`config.mk`:
```
export PLATFORM = sky130hd
export DESIGN_NAME = hart_slice_arbiter
export DESIGN_NICKNAME = d
export VERILOG_FILES = /design/src/rtl/hart_slice_arbiter_pkg.sv /design/src/rtl/hart_slice_arbiter_rr_pick.sv /design/src/rtl/hart_slice_arbiter.sv
export SDC_FILE = /design/constraint.sdc
export NUM_CORES = 1
export LEC_CHECK = 0
export CORE_MARGIN = 4
export CORE_UTILIZATION = 42
export DETAILED_ROUTE_END_ITERATION = 7
export GPL_ROUTABILITY_DRIVEN = 0
export PLACE_DENSITY = 0.76
export SLEW_MARGIN = 25
export SYNTH_ARGS = -nofsm -noshare
export SYNTH_HDL_FRONTEND = slang
export SYNTH_SLANG_ARGS = --single-unit
export TNS_END_PERCENT = 50
```
`constraint.sdc`:
```
create_clock -name CLK -period 5.2 [get_ports CLK]
set_clock_uncertainty 0.05 [all_clocks]
set_input_delay 0.78 -clock CLK [delete_from_list [all_inputs] [get_ports CLK]]
set_output_delay 0.78 -clock CLK [all_outputs]
set_load 0.005 [all_outputs]
```
`src/rtl/hart_slice_arbiter_pkg.sv`:
```
// Shared definitions for the time-slicing hart arbiter: FSM state encoding
// and the selector-width helper.
package hart_slice_arbiter_pkg;

  typedef enum logic [1:0] {
    ARB_RUN    = 2'd0,
    ARB_DRAIN  = 2'd1,
    ARB_SETTLE = 2'd2
  } arb_state_e;

  // A single hart still needs a one-bit selector.
  function automatic int sel_width(input int n_harts);
    return (n_harts > 1) ? $clog2(n_harts) : 1;
  endfunction

endpackage

```
`src/rtl/hart_slice_arbiter_rr_pick.sv`:
```
// Combinational round-robin search: first set bit of i_req at or above
// i_start, wrapping around to bit 0.
module rr_pick
  import hart_slice_arbiter_pkg::*;
#(
  parameter int N_HARTS = 2,
  parameter int SEL_W   = sel_width(N_HARTS)
) (
  input  logic [N_HARTS-1:0] i_req,
  input  logic [SEL_W-1:0]   i_start,
  output logic [SEL_W-1:0]   o_idx,
  output logic               o_valid
);

  localparam int NP = 1 << SEL_W;

  always_comb begin
    logic [NP-1:0] req_pad;
    int            pos;
    req_pad = NP'(i_req);
    o_idx   = '0;
    o_valid = 1'b0;
    pos     = 0;
    // Walk from the farthest offset down so the nearest hit is written last.
    for (int i = N_HARTS - 1; i >= 0; i--) begin
      pos = int'(i_start) + i;
      if (pos >= N_HARTS) pos = pos - N_HARTS;
      if (req_pad[SEL_W'(pos)]) begin
        o_idx   = SEL_W'(pos);
        o_valid = 1'b1;
      end
    end
  end

endmodule

```
`src/rtl/hart_slice_arbiter.sv`:
```
// Quantum-based hart scheduler: skips non-runnable harts, prefers harts with
// pending interrupts, drains to a safe point before switching.
module hart_slice_arbiter
  import hart_slice_arbiter_pkg::*;
#(
  parameter int N_HARTS = 2,
  parameter int QW      = 8,
  parameter int SEL_W   = sel_width(N_HARTS)
) (
  input  logic               CLK,
  input  logic               RST_X,
  input  logic               i_hold,
  input  logic               i_mmu_busy,
  input  logic [N_HARTS-1:0] i_safe,
  input  logic [N_HARTS-1:0] i_runnable,
  input  logic [N_HARTS-1:0] i_irq,
  input  logic [N_HARTS-1:0] i_retire,
  input  logic [QW-1:0]      i_quantum,
  input  logic [N_HARTS-1:0] i_flush_req,
  output logic [SEL_W-1:0]   o_sel,
  output logic [N_HARTS-1:0] o_sel_oh,
  output logic               o_switch,
  output logic               o_flush_all,
  output logic [QW-1:0]      o_left
);

  arb_state_e         state_q, state_d;
  logic [SEL_W-1:0]   sel_q, sel_d;
  logic [N_HARTS-1:0] sel_oh_q, sel_oh_d;
  logic               switch_q, switch_d;
  logic               flush_q, flush_d;
  logic [QW-1:0]      left_q, left_d;
  logic               init_q, init_d;

  logic [N_HARTS-1:0] cand, irq_cand;
  logic [SEL_W-1:0]   start, irq_idx, any_idx, next_sel;
  logic               irq_vld, any_vld;
  logic               sel_runnable, sel_irq, sel_safe, sel_retire;
  logic               expired, want, gate_ok;

  assign cand     = (i_runnable | i_irq) & ~sel_oh_q;
  assign irq_cand = i_irq & cand;
  assign start    = (int'(sel_q) >= N_HARTS - 1) ? '0 : sel_q + SEL_W'(1);

  rr_pick #(.N_HARTS(N_HARTS), .SEL_W(SEL_W)) u_pick_irq (
    .i_req   (irq_cand),
    .i_start (start),
    .o_idx   (irq_idx),
    .o_valid (irq_vld)
  );

  rr_pick #(.N_HARTS(N_HARTS), .SEL_W(SEL_W)) u_pick_any (
    .i_req   (cand),
    .i_start (start),
    .o_idx   (any_idx),
    .o_valid (any_vld)
  );

  assign next_sel     = irq_vld ? irq_idx : any_idx;
  assign sel_runnable = |(i_runnable & sel_oh_q);
  assign sel_irq      = |(i_irq & sel_oh_q);
  assign sel_safe     = |(i_safe & sel_oh_q);
  assign sel_retire   = |(i_retire & sel_oh_q);

  // The zero counter left by reset is not an expiry; it is reloaded first.
  assign expired = (left_q == '0) && (i_quantum != '0) && !init_q;
  assign want    = any_vld &&
                   (expired || (!sel_runnable && !sel_irq) || (!sel_irq && irq_vld));
  assign gate_ok = sel_safe && !i_hold && !i_mmu_busy && !(|i_flush_req) && !flush_q;

  always_comb begin
    state_d = state_q;
    sel_d   = sel_q;
    left_d  = left_q;
    init_d  = 1'b0;
    flush_d = |i_flush_req;
    case (state_q)
      ARB_RUN: begin
        if (init_q || (left_q == '0 && !any_vld)) begin
          left_d = i_quantum;
        end else if (sel_retire && left_q != '0) begin
          left_d = left_q - QW'(1);
        end
        if (want) state_d = ARB_DRAIN;
      end
      ARB_DRAIN: begin
        if (!any_vld) begin
          state_d = ARB_RUN;
        end else if (gate_ok) begin
          state_d = ARB_SETTLE;
          sel_d   = next_sel;
          left_d  = i_quantum;
        end
      end
      ARB_SETTLE: state_d = ARB_RUN;
      default:    state_d = ARB_RUN;
    endcase
    sel_oh_d = N_HARTS'(1) << sel_d;
    switch_d = (state_d == ARB_SETTLE);
  end

  always_ff @(posedge CLK or negedge RST_X) begin
    if (!RST_X) begin
      state_q  <= ARB_RUN;
      sel_q    <= '0;
      sel_oh_q <= N_HARTS'(1);
      switch_q <= 1'b0;
      flush_q  <= 1'b0;
      left_q   <= '0;
      init_q   <= 1'b1;
    end else begin
      state_q  <= state_d;
      sel_q    <= sel_d;
      sel_oh_q <= sel_oh_d;
      switch_q <= switch_d;
      flush_q  <= flush_d;
      left_q   <= left_d;
      init_q   <= init_d;
    end
  end

  assign o_sel       = sel_q;
  assign o_sel_oh    = sel_oh_q;
  assign o_switch    = switch_q;
  assign o_flush_all = flush_q;
  assign o_left      = left_q;

endmodule

```
After elaboration in Yosys (flattened, before gate mapping) --
Cells that the tools add are included.
Cells by class: add/subtract/negate cells 5, $lt $le $gt $ge 5, eq/ne operators 5, shift-type cells 1, muxes and demuxes 32, bitwise gates (word level) 8, reduce and logical (&&, ||, !) cells 33
Operator list (count):
- 8-bit two-way mux | 4
- 1-bit two-way mux | 23
- 8-bit case mux with 2 select lines | 1
- 8-bit nonzero test | 2
- 1-bit logical AND | 11
- 2-bit OR reduction | 5
- 2-bit AND | 4
- 1-bit logical NOT | 8
- 8-bit logical NOT | 1
- 8-bit by 1-bit subtractor with 8-bit output, second input constant | 1
- 1-bit by 3-bit < comparator with 1-bit output, second input constant | 2
- 2-bit two-way mux | 3
- 2-bit inequality test, second input constant | 2
- 2-bit case mux with 2 select lines | 1
- 4-bit AND reduction | 1
- 1-bit logical OR | 3
- 3-bit inequality test, second input constant | 1
- 1-bit by 1-bit adder with 2-bit output, second input constant | 1
- 1-bit AND | 2
- 2-bit by 1-bit equality test with 1-bit output, second input constant | 1
- 2-bit equality test, second input constant | 1
- 1-bit by 2-bit greater-or-equal comparator with 1-bit output, second input constant | 1
- 2-bit greater-or-equal comparator, second input constant | 1
- 2-bit logical NOT | 1
- 7 further kinds | 8
Word-level totals: bits in registers 16, input port bits 22, output and inout bits 13, word-level logic and storage cells 96

Depth between registers and ports, before layout --
Gate-level depths: netlist of the first run.
depth in word-level cells 16, mapped depth 8, depth with buffers taken out 7

By module --
A second synthesis of the first run with hierarchy kept.
Second synthesis, totals: cell total of the unflattened synthesis 112, area, all modules 1032.2 um2
Modules (own cells, without submodules):
- hart_slice_arbiter | times used 1, cells each 108, area an instance 1004.7 um2, sequential area each 377.9 um2
- rr_pick | times used 2, cells each 2, area an instance 13.8 um2, sequential area each 0.0 um2

Least setup slack after synthesis of the first run --
No wires, ideal clock.
path type input port to flip-flop, from input i_flush_req[1], to register left_q[0] (netlist: o_left[0]), library setup time 77 ps, arrival 1973 ps, data required time 5073 ps, path slack 3100 ps, stages on the path 5, path buffers 0, cell sequence or2_2 nor4_1 a21oi_2 a2111o_1 o21ai_1
Between the ends: word-level cells in the longest chain between the ends 6
Ends and longest elaborated chain:
- start: declaration | line hart_slice_arbiter.sv:19 | input logic [N_HARTS-1:0] i_flush_req,
- 2-bit OR reduction | line hart_slice_arbiter.sv:69 | assign gate_ok = sel_safe && !i_hold && !i_mmu_busy && !(|i_flush_req) && !flush_q;
- 1-bit logical NOT | line hart_slice_arbiter.sv:69
- 1-bit logical AND (2 in series) | line hart_slice_arbiter.sv:69
- 2-bit inequality test (no line)
- 4-bit AND reduction (no line)
- end signal: assignment | line hart_slice_arbiter.sv:117 | left_q <= left_d;
- end: declaration | line hart_slice_arbiter.sv:32 | logic [QW-1:0] left_q, left_d;
Every way passes these cells. A chain may end at the register's enable or synchronous reset.

Final worst setup path of the first run --
from input i_flush_req[1], to register left_q[0] (netlist: o_left[0])
Between the ends: word-level cells in the longest chain between the ends 6
Ends and longest elaborated chain:
- 2-bit OR reduction
- named net flush_d | line hart_slice_arbiter.sv:31 | logic flush_q, flush_d;
- 1-bit logical NOT | line hart_slice_arbiter.sv:69
- 1-bit logical AND (2 in series) | line hart_slice_arbiter.sv:69
- 2-bit inequality test (no line)
- 4-bit AND reduction (no line)
The timed path passes the listed nets, and every way through them passes these cells.

==> results of run 1 <==
## logic make-up after synthesis
family,Yosys count,share of synthesized area [%]
flip-flops,15,39.2
AO/OA/AOI/OAI,22,19.5
AND/OR/NAND/NOR,44,24.3
adder cells (fa/ha/maj),2,2.60
other,1,0.389
buffers and inverters,9,4.29
multiplexers,9,9.74
## through the flow
step / util, % / power, mW / setup WS (ns) / std cells
CTS: 61.7 / 0.339 / 2.82 / 166
finish: 61.7 / 0.335 / 2.80 / 166
global route: 61.7 / 0.359 / 2.72 / 166
detailed placement: 60.4 / 0.270 / 2.53 / 162
floorplan: - / 0.209 / 3.10 / 102
global placement: 60.4 / 0.270 / 2.63 / 162
## worst min path at each step
| stage | startpoint | end | slack [ns] | depth (start not counted) |
|---|---|---|---|---|
| 2_1_floorplan | o_sel_oh[1] | o_sel_oh[0] | 0.42 | 1 |
| 3_3_place_gp | o_sel_oh[1] | o_sel_oh[0] | 0.45 | 1 |
| 3_5_place_dp | o_sel_oh[1] | o_sel_oh[0] | 0.46 | 1 |
| 4_1_cts | o_sel_oh[1] | o_sel_oh[0] | 0.47 | 1 |
| 5_1_grt | o_sel_oh[1] | o_sel_oh[0] | 0.54 | 1 |
| 6_report | o_sel_oh[1] | o_sel_oh[0] | 0.46 | 1 |
## registers in the layout (all words and copies together), names as in the netlist
| name | count |
|---|---|
| o_flush_all | 1 |
| o_sel_oh | 2 |
| state_q | 2 |
| init_q | 1 |
| o_switch | 1 |
| o_left | 8 |
## layout make-up
type,count,area share [%]
Inverter,7,1.94
Timing Repair Buffer,34,25.2
Clock inverter,1,0.370
Clock buffer,3,1.67
Sequential cell,15,28.0
Tap cell,28,2.59
Multi-Input combinational cell,78,40.3
## layer usage
layer,GRT usage (%),part of all wire [%],vias up,wire length [microns]
li1,-,-,449,-
met1,19.5,40,424,958
met2,28.5,50,37,1180
met3,6.03,8.3,4,197
met4,4.07,1.5,0,36
met5,0,0,-,0
## worst max-delay path, stage by stage
cell and delay [ns]:
clkdlybuf4s50_1 0.39, or2_2 0.30, nor4_1 0.35, a21oi_2 0.23, a2111o_1 0.43, o21ai_1 0.08
## Yosys cell counts (2+ instances only)
master,instances
ha_1,2
dfrtp_1,13
inv_1,7
a2bb2oi_1,6
buf_4,2
dfstp_2,2
nor4_1,4
mux2i_1,8
nor3_1,8
nor2_1,9
o21ai_0,2
a21oi_1,3
nand2_1,12
## cells in the final DEF, fill, tap and decap left out
| master | instances |
|---|---|
| nor4_1 | 4 |
| a21oi_1 | 3 |
| a21oi_2 | 1 |
| a2bb2oi_1 | 6 |
| nand2b_1 | 1 |
| nor2b_1 | 1 |
| nor4b_1 | 1 |
| or2_2 | 1 |
| or4_4 | 1 |
| nor2_1 | 9 |
| dfrtp_1 | 13 |
| mux2i_2 | 1 |
| mux2i_1 | 8 |
| nor3_1 | 8 |
| a221o_1 | 1 |
| conb_1 | 1 |
| o21ai_0 | 2 |
| a211oi_1 | 1 |
| o41ai_4 | 1 |
| nand2_1 | 12 |
| a22oi_1 | 1 |
| a31oi_1 | 1 |
| a2111oi_0 | 1 |
| nor2_4 | 1 |
| inv_1 | 7 |
| a2111o_1 | 1 |
| nand4_1 | 1 |
| o21ai_1 | 1 |
| clkinv_2 | 1 |
| o21bai_1 | 1 |
| o21ba_2 | 1 |
| nor3_4 | 1 |
| and2_1 | 1 |
| clkbuf_4 | 3 |
| dfstp_2 | 2 |
| ha_1 | 2 |
| clkdlybuf4s50_1 | 34 |
| and3_1 | 1 |
| nand3_1 | 1 |
## power breakdown
group	internal [mW]	switching, mW
Combinational	0.0676	0.0468
Sequential	0.131	0.0227
Clock	0.0286	0.0380
==> reports/metrics.csv, run 1 <==
metric,value,unit
clock.fmax,416,MHz
initial_core_util,44.0,%
die_x,55.9,microns
die_y,55.9,microns
insertedDiodeCount,0,
finalHoldViolCount,0,
rsz0062_at_grt,no,
syn_nets,126,
regArea,378,sq um
synthFlopType,dfrtp_1,
drt-initial-drc-count,15,
synth_area,963,sq um
path_clk_slew,0.09,ns
synth_edf_count,0,
endpoint_kind,flip-flop,
grt_max_degree,16,
r2r_start,o_left[2],
synth_seq_cells,15,
slew_headroom,54.9,%
crit_arrival,2.56,ns
grt_overflow,0,
powerDensity,248,nW/um^2
grt_pass1_vias,928,
post_cts_buffers,0,
syn_inst,102,
port_buffers,34,
drt_wl_total,2370,microns
ys_async_sr_fraction,100,%
synth.area.top_cells,"dfrtp_1 34%, mux2i_1 8.3%, dfstp_2 5.5%",
die_area,3120,sq um
leakagePower,0.572,nW
crit_end,o_left[0],
insertion_delay,0.28,ns
r2r-end,o_left[7],
ioPinCount,35,
drive_gt1_share,10.1,%
cts_made_buffers,3,
cts_tree,done,
nNetsFinal,163,
worstHoldPathType,reg2reg,
placed_cell_area,1320,sq um
fillCellCount,209,
period_share,46.2,%
final_area,1350,sq um
maxCapViolCount,0,
hold_ws,0.462,ns
holdBufCountCts,0,
fin_setup_tns,0,ns
multiInputGateArea,544,sq um
regToRegSetupSlack,2.91,ns
status,"complete, no violations",
via_per_inst,5.51,
final-max-slew-violation-count,0,
cts_resized,0,
synth_cell_types,37,
remaining_drc_errors,0,
cts_buffer_depth,2,
cp-start-kind,input port,
dpl.hpwl,1860,microns
synth_top_area_share,33.8,%
startpoint,i_flush_req[1],
antenna_found_initial,0,
crit_type,in2reg,
synth-seq-area-share,39.2,%
crit_required,5.36,ns
yosys.area.top_type,dfrtp_1,
peakVddDrop,0.170,mV
antenna_left,0,
vias,914,
cts.sinks,15,
setup_viol,0,
avgSynthCellArea,9.45,sq um
htreeDepth,1,
grt_pass1_wl,4170,microns
num_rows,17,
cts-root-buf,clkbuf_4,
track_usage,16.6,%
crit_path_max_fanout,9,
finalCriticalPeriod,2.40,ns
yosys_warnings,0,
worstMarginPinSlew,0.675,ns
drt-wirelength-per-cell,14.3,microns
drtPass1Iterations,4,
worst-r2r-cell-count,5,
syn2layout_area_growth,40.3,%
core,2190,sq um
Power figures use the tool's default switching activity.
==> run 2: changes to the inputs <==
--- a/config.mk
+++ b/config.mk
@@ -6,10 +6,10 @@
 export NUM_CORES = 1
 export LEC_CHECK = 0
 export CORE_MARGIN = 4
-export CORE_UTILIZATION = 42
+export CORE_UTILIZATION = 39
 export DETAILED_ROUTE_END_ITERATION = 7
 export GPL_ROUTABILITY_DRIVEN = 0
-export PLACE_DENSITY = 0.76
+export PLACE_DENSITY = 0.74
 export SLEW_MARGIN = 25
 export SYNTH_ARGS = -nofsm -noshare
 export SYNTH_HDL_FRONTEND = slang
==> constraint.sdc (replaced) <==
create_clock -name CLK -period 2.2 [get_ports CLK]
set_clock_uncertainty 0.05 [all_clocks]
set_input_delay 0.33 -clock CLK [delete_from_list [all_inputs] [get_ports CLK]]
set_output_delay 0.33 -clock CLK [all_outputs]
set_load 0.005 [all_outputs]
==> run 2 against run 1 <==
  * Routed wire length up 5.4%
  * Clock power up 140%
  * Die area up 6.6%
  * Total power up 150%
  * Register-to-register slack worse by 2.8 ns
  * Sequential power up 130%
  * Final cell count up 3.0%
  * Sequential share of layout area down 0.74 points
  * Combinational power rose to 2.7 times the previous value
  * Non-clock buffer count up 5
  * Flip-flop and latch count unchanged
  * Setup slack worse by 2.7 ns
  * Highest routed layer unchanged
==> reports/metrics.csv, run 2 (synthesized netlist as in run 1, its figures left out) <==
metric,value,unit
status,"complete, no violations",
r2r_start,o_left[3],
nNetsFinal,168,
htreeDepth,1,
clock.fmax,474,MHz
r2r-end,o_left[6],
cts-root-buf,clkbuf_4,
cts_tree,done,
worstMarginPinSlew,0.721,ns
hold_ws,0.426,ns
maxCapViolCount,0,
die_y,57.7,microns
powerDensity,590,nW/um^2
grt_pass1_vias,920,
path_clk_slew,0.09,ns
leakagePower,0.594,nW
vias,941,
ioPinCount,35,
placed_cell_area,1360,sq um
worst-r2r-cell-count,5,
antenna_left,0,
track_usage,15.6,%
port_buffers,34,
rsz0062_at_grt,no,
endpoint_kind,flip-flop,
antenna_found_initial,0,
insertion_delay,0.28,ns
insertedDiodeCount,0,
drt-wirelength-per-cell,14.6,microns
via_per_inst,5.50,
drtPass1Iterations,6,
grt_pass1_wl,4180,microns
period_share,95.8,%
cts_made_buffers,3,
worstHoldPathType,in2async,
largest_reg_flops,8,
drive_gt1_share,13.3,%
final-max-slew-violation-count,0,
drt_wl_total,2490,microns
die_x,57.7,microns
final_area,1390,sq um
slew_headroom,51.8,%
cp-start-kind,flip-flop,
crit_arrival,2.26,ns
finalHoldViolCount,0,
post_cts_buffers,0,
remaining_drc_errors,0,
finalCriticalPeriod,2.11,ns
core,2280,sq um
peakVddDrop,0.376,mV
layout_common_cells,"34 x clkdlybuf4s50_1, 12 x nand2_1, 12 x dfrtp_1, 9 x nor2_1",
regToRegSetupSlack,0.09,ns
grt_overflow,0,
cts.sinks,15,
num_rows,17,
die_area,3330,sq um
dpl.hpwl,2010,microns
mostFrequentLayoutCell,clkdlybuf4s50_1,
setup_viol,0,
initial_core_util,42.3,%
crit_required,2.36,ns
syn2layout_area_growth,44.5,%
drt-initial-drc-count,29,
cts_buffer_depth,2,
fin_setup_tns,0,ns
crit_type,reg2reg,
grt_max_degree,16,
crit_path_max_fanout,6,
[run 2: cell types whose count changed in the layout (fill, tap and decap cells not counted)]
cell | previous run | this run
buf_4 | 0 | 4
buf_6 | 0 | 1
clkbuf_1 | 0 | 1
clkinv_2 | 1 | 0
dfrtp_1 | 13 | 12
dfrtp_2 | 0 | 1
[run 2: area by class of cell]
type,instances,area [sq um]
clock buffers,4,26.3
fillers,186,883
inverters,7,26.3
multi-input cells,78,544
flip-flops and latches,15,379
well taps,28,35.0
repair buffers,39,382
[run 2: power by group]
group	total [mW]	switching, mW	internal [mW]	leakage (nW)
registers	0.350	0.0380	0.312	0.176
clock network	0.159	0.0889	0.0702	0.0150
logic	0.312	0.133	0.179	0.402
total	0.821	0.260	0.562	0.594
[run 2: through the flow]
step	power, mW	setup WS [ns]	util (%)	instances
2_1_floorplan	0.493	0.107	-	102
3_3_place_gp	0.656	0.0639	59.8	167
3_5_place_dp	0.667	0.0363	59.8	167
4_1_cts	0.827	0.0884	61.0	171
5_1_grt	0.882	0.00132	61.2	171
6_report	0.821	0.0915	61.2	171
[run 2: what timing repair did]
item                                    4_1_cts  5_1_grt
endpoints found under the setup margin        0        2
hold buffers                                  0        0
gates resized for setup                       0        2
hold endpoints to repair                      0        0
[run 2: how the worst max path moves through the flow]
stage | start | end | slack, ns | depth (start not counted)
after floorplan | o_left[2] | o_left[2] | 0.11 | 5
after global placement | i_flush_req[1] | o_left[0] | 0.06 | 6
after detailed placement | i_flush_req[1] | o_left[0] | 0.04 | 6
after CTS | o_left[1] | o_left[0] | 0.09 | 8
after global routing | o_left[3] | o_left[5] | 0.001 | 5
final | o_left[3] | o_left[6] | 0.09 | 5
[run 2: worst max-delay path: stages (launching register included)]
cell and delay (ns):
dfrtp_1 0.43, or4_4 0.58, o41ai_4 0.47, a31oi_1 0.10, nor3_1 0.22, a2bb2oi_1 0.18
[run 2: metal layers]
metal / global-route usage [%] / share of wire (%)
met1: 20.4 / 41
met2: 26.1 / 50
met3: 3.56 / 7.9
met4: 3.31 / 0.84
met5: 0 / 0
==> run 3: changes to the inputs <==
--- a/config.mk
+++ b/config.mk
@@ -6,10 +6,10 @@
 export NUM_CORES = 1
 export LEC_CHECK = 0
 export CORE_MARGIN = 4
-export CORE_UTILIZATION = 39
+export CORE_UTILIZATION = 42
 export DETAILED_ROUTE_END_ITERATION = 7
 export GPL_ROUTABILITY_DRIVEN = 0
-export PLACE_DENSITY = 0.74
+export PLACE_DENSITY = 0.76
 export SLEW_MARGIN = 25
 export SYNTH_ARGS = -nofsm -noshare
 export SYNTH_HDL_FRONTEND = slang
==> constraint.sdc (replaced) <==
create_clock -name CLK -period 2.05 [get_ports CLK]
set_clock_uncertainty 0.05 [all_clocks]
set_input_delay 0.3075 -clock CLK [delete_from_list [all_inputs] [get_ports CLK]]
set_output_delay 0.3075 -clock CLK [all_outputs]
set_load 0.02 [all_outputs]
==> run 3 against run 2 <==
  * Clock power increased by 11%
  * Via count increased by 3.9%
  * The flow now finishes with violations (negative setup slack)
  * Clock-buffer cell count decreased by 1
  * Maximum frequency increased by 1.7%
==> reports/metrics.csv, run 3 (synthesized netlist as in run 1, its figures left out) <==
metric,value,unit
crit_slowest_cell,or4_4,
largest_reg_flops,8,
drt-wirelength-per-cell,14.3,microns
drive_gt1_share,21.9,%
finalHoldViolCount,0,
mostFrequentLayoutCell,clkdlybuf4s50_1,
peakVddDrop,0.455,mV
syn2layout_area_growth,54.0,%
r2r_start,o_left[2],
path_clk_slew,0.10,ns
die_x,55.9,microns
antenna_left,0,
crit_path_max_fanout,5,
rsz0062_at_grt,yes,
final-max-slew-violation-count,0,
combPwrFrac,44.6,%
finalCriticalPeriod,2.07,ns
htreeDepth,1,
grt_pass1_vias,948,
die_y,55.9,microns
cts_tree,done,
worstHoldPathType,in2async,
switchingPower,0.341,mW
setup_viol,2,
crit_required,2.17,ns
dpl.hpwl,1970,microns
cp_cell_sequence,or4_4 -> nor3_4 -> a221o_1 -> buf_6 -> mux2i_1 -> mux2i_1,
maxCapViolCount,0,
crit_path_frequent_cell,mux2i_1,
drt_wl_total,2560,microns
worst-r2r-cell-count,6,
vias,978,
setup_ws,-0.0222,ns
holdBufCountCts,0,
core,2190,sq um
cts-root-buf,clkbuf_4,
num_rows,17,
clock.fmax,483,MHz
die_area,3120,sq um
regToRegSetupSlack,-0.02,ns
grt_pass1_wl,4340,microns
fillCellCount,176,
port_buffers,34,
slowest_delay,0.58,ns
fin_setup_tns,-0.0302,ns
drt-initial-drc-count,52,
sequentialPowerShare,37.5,%
p_int,0.641,mW
endpoint_kind,flip-flop,
track_usage,17.3,%
cp-start-kind,flip-flop,
grt_overflow,0,
cts.sinks,15,
post-route-util,67.7,%
insertion_delay,0.29,ns
status,"complete, but fails checks",
remaining_drc_errors,0,
ioPinCount,35,
crit_arrival,2.20,ns
drtPass1Iterations,4,
antenna_found_initial,0,
period_share,101,%
via_per_inst,5.46,
insertedDiodeCount,0,
layout_common_cells,"34 x clkdlybuf4s50_1, 12 x nand2_1, 10 x dfrtp_1, 10 x buf_4, 9 x nor2_1",
powerDensity,662,nW/um^2
grt_max_degree,16,
cts_made_buffers,3,
leakagePower,0.635,nW
pwr-share-clk,17.9,%
nNetsFinal,176,
crit_type,reg2reg,
hold_ws,0.276,ns
initial_core_util,44.0,%
switching_share,34.7,%
cts_buffer_depth,2,
violations,negative setup slack,
r2r-end,o_left[1],
post-place-ws,-0.0482,ns
[run 3: metrics by stage]
| step | instances | instance area [sq um] | power [mW] |
|---|---|---|---|
| after global placement | 173 | 1420 | 0.784 |
| after floorplan | 102 | 976 | 0.576 |
| after CTS | 178 | 1470 | 0.980 |
| after global routing | 179 | 1480 | 1.04 |
| final | 179 | 1480 | 0.983 |
| after detailed placement | 173 | 1420 | 0.792 |
[run 3: repair_timing]
| item | CTS | global route |
|---|---|---|
| endpoints found under the hold margin | 0 | 0 |
| resized for setup | 1 | 4 |
| setup buffers | 1 | 1 |
| cloned | 0 | 0 |
| endpoints found under the setup margin | 7 | 8 |
[run 3: how the worst max path moves through the flow]
stage / startpoint / to / slack (ns) / cells after the start
global placement: i_flush_req[1] / o_left[0] / -0.03 / 7
detailed placement: i_flush_req[1] / o_left[1] / -0.05 / 7
floorplan: o_left[0] / o_left[0] / -0.001 / 8
CTS: o_left[2] / o_left[1] / -0.01 / 6
finish: o_left[2] / o_left[1] / -0.02 / 6
global route: o_left[2] / o_left[1] / -0.09 / 6
[run 3: power groups by stage]
stage | Clock, mW | Combinational, mW | Sequential (mW)
after detailed placement | 0 | 0.419 | 0.372
final | 0.176 | 0.439 | 0.368
after global routing | 0.197 | 0.473 | 0.373
after CTS | 0.187 | 0.426 | 0.367
after global placement | 0 | 0.414 | 0.370
after floorplan | 0 | 0.143 | 0.433
[run 3: worst max-delay path: cells and delay by family (launching register included)]
family,cells,cell delay (ns)
buffers and inverters,1,0.14
DFF,1,0.41
and+or+nand+nor,2,0.82
muxes,2,0.29
AOI/OAI and AO/OA,1,0.25
[run 3: per-layer routing]
layer  up-vias  GRT usage, %  routed length (microns)
met1       450          21.3                     1060
met5         -             0                        0
met4         0          7.12                       22
met3         4          4.41                      221
li1        471             -                        -
met2        53          28.7                     1250
[run 3: cell type report]
| type | count | area, sq um | area share, % |
|---|---|---|---|
| tap | 28 | 35.0 | 2.36 |
| clock buffer | 3 | 22.5 | 1.52 |
| sequential | 15 | 382 | 25.7 |
| multi-input combinational | 78 | 556 | 37.4 |
| timing repair buffer | 47 | 458 | 30.9 |
| inverter | 7 | 26.3 | 1.77 |
| clock inverter | 1 | 5.00 | 0.337 |
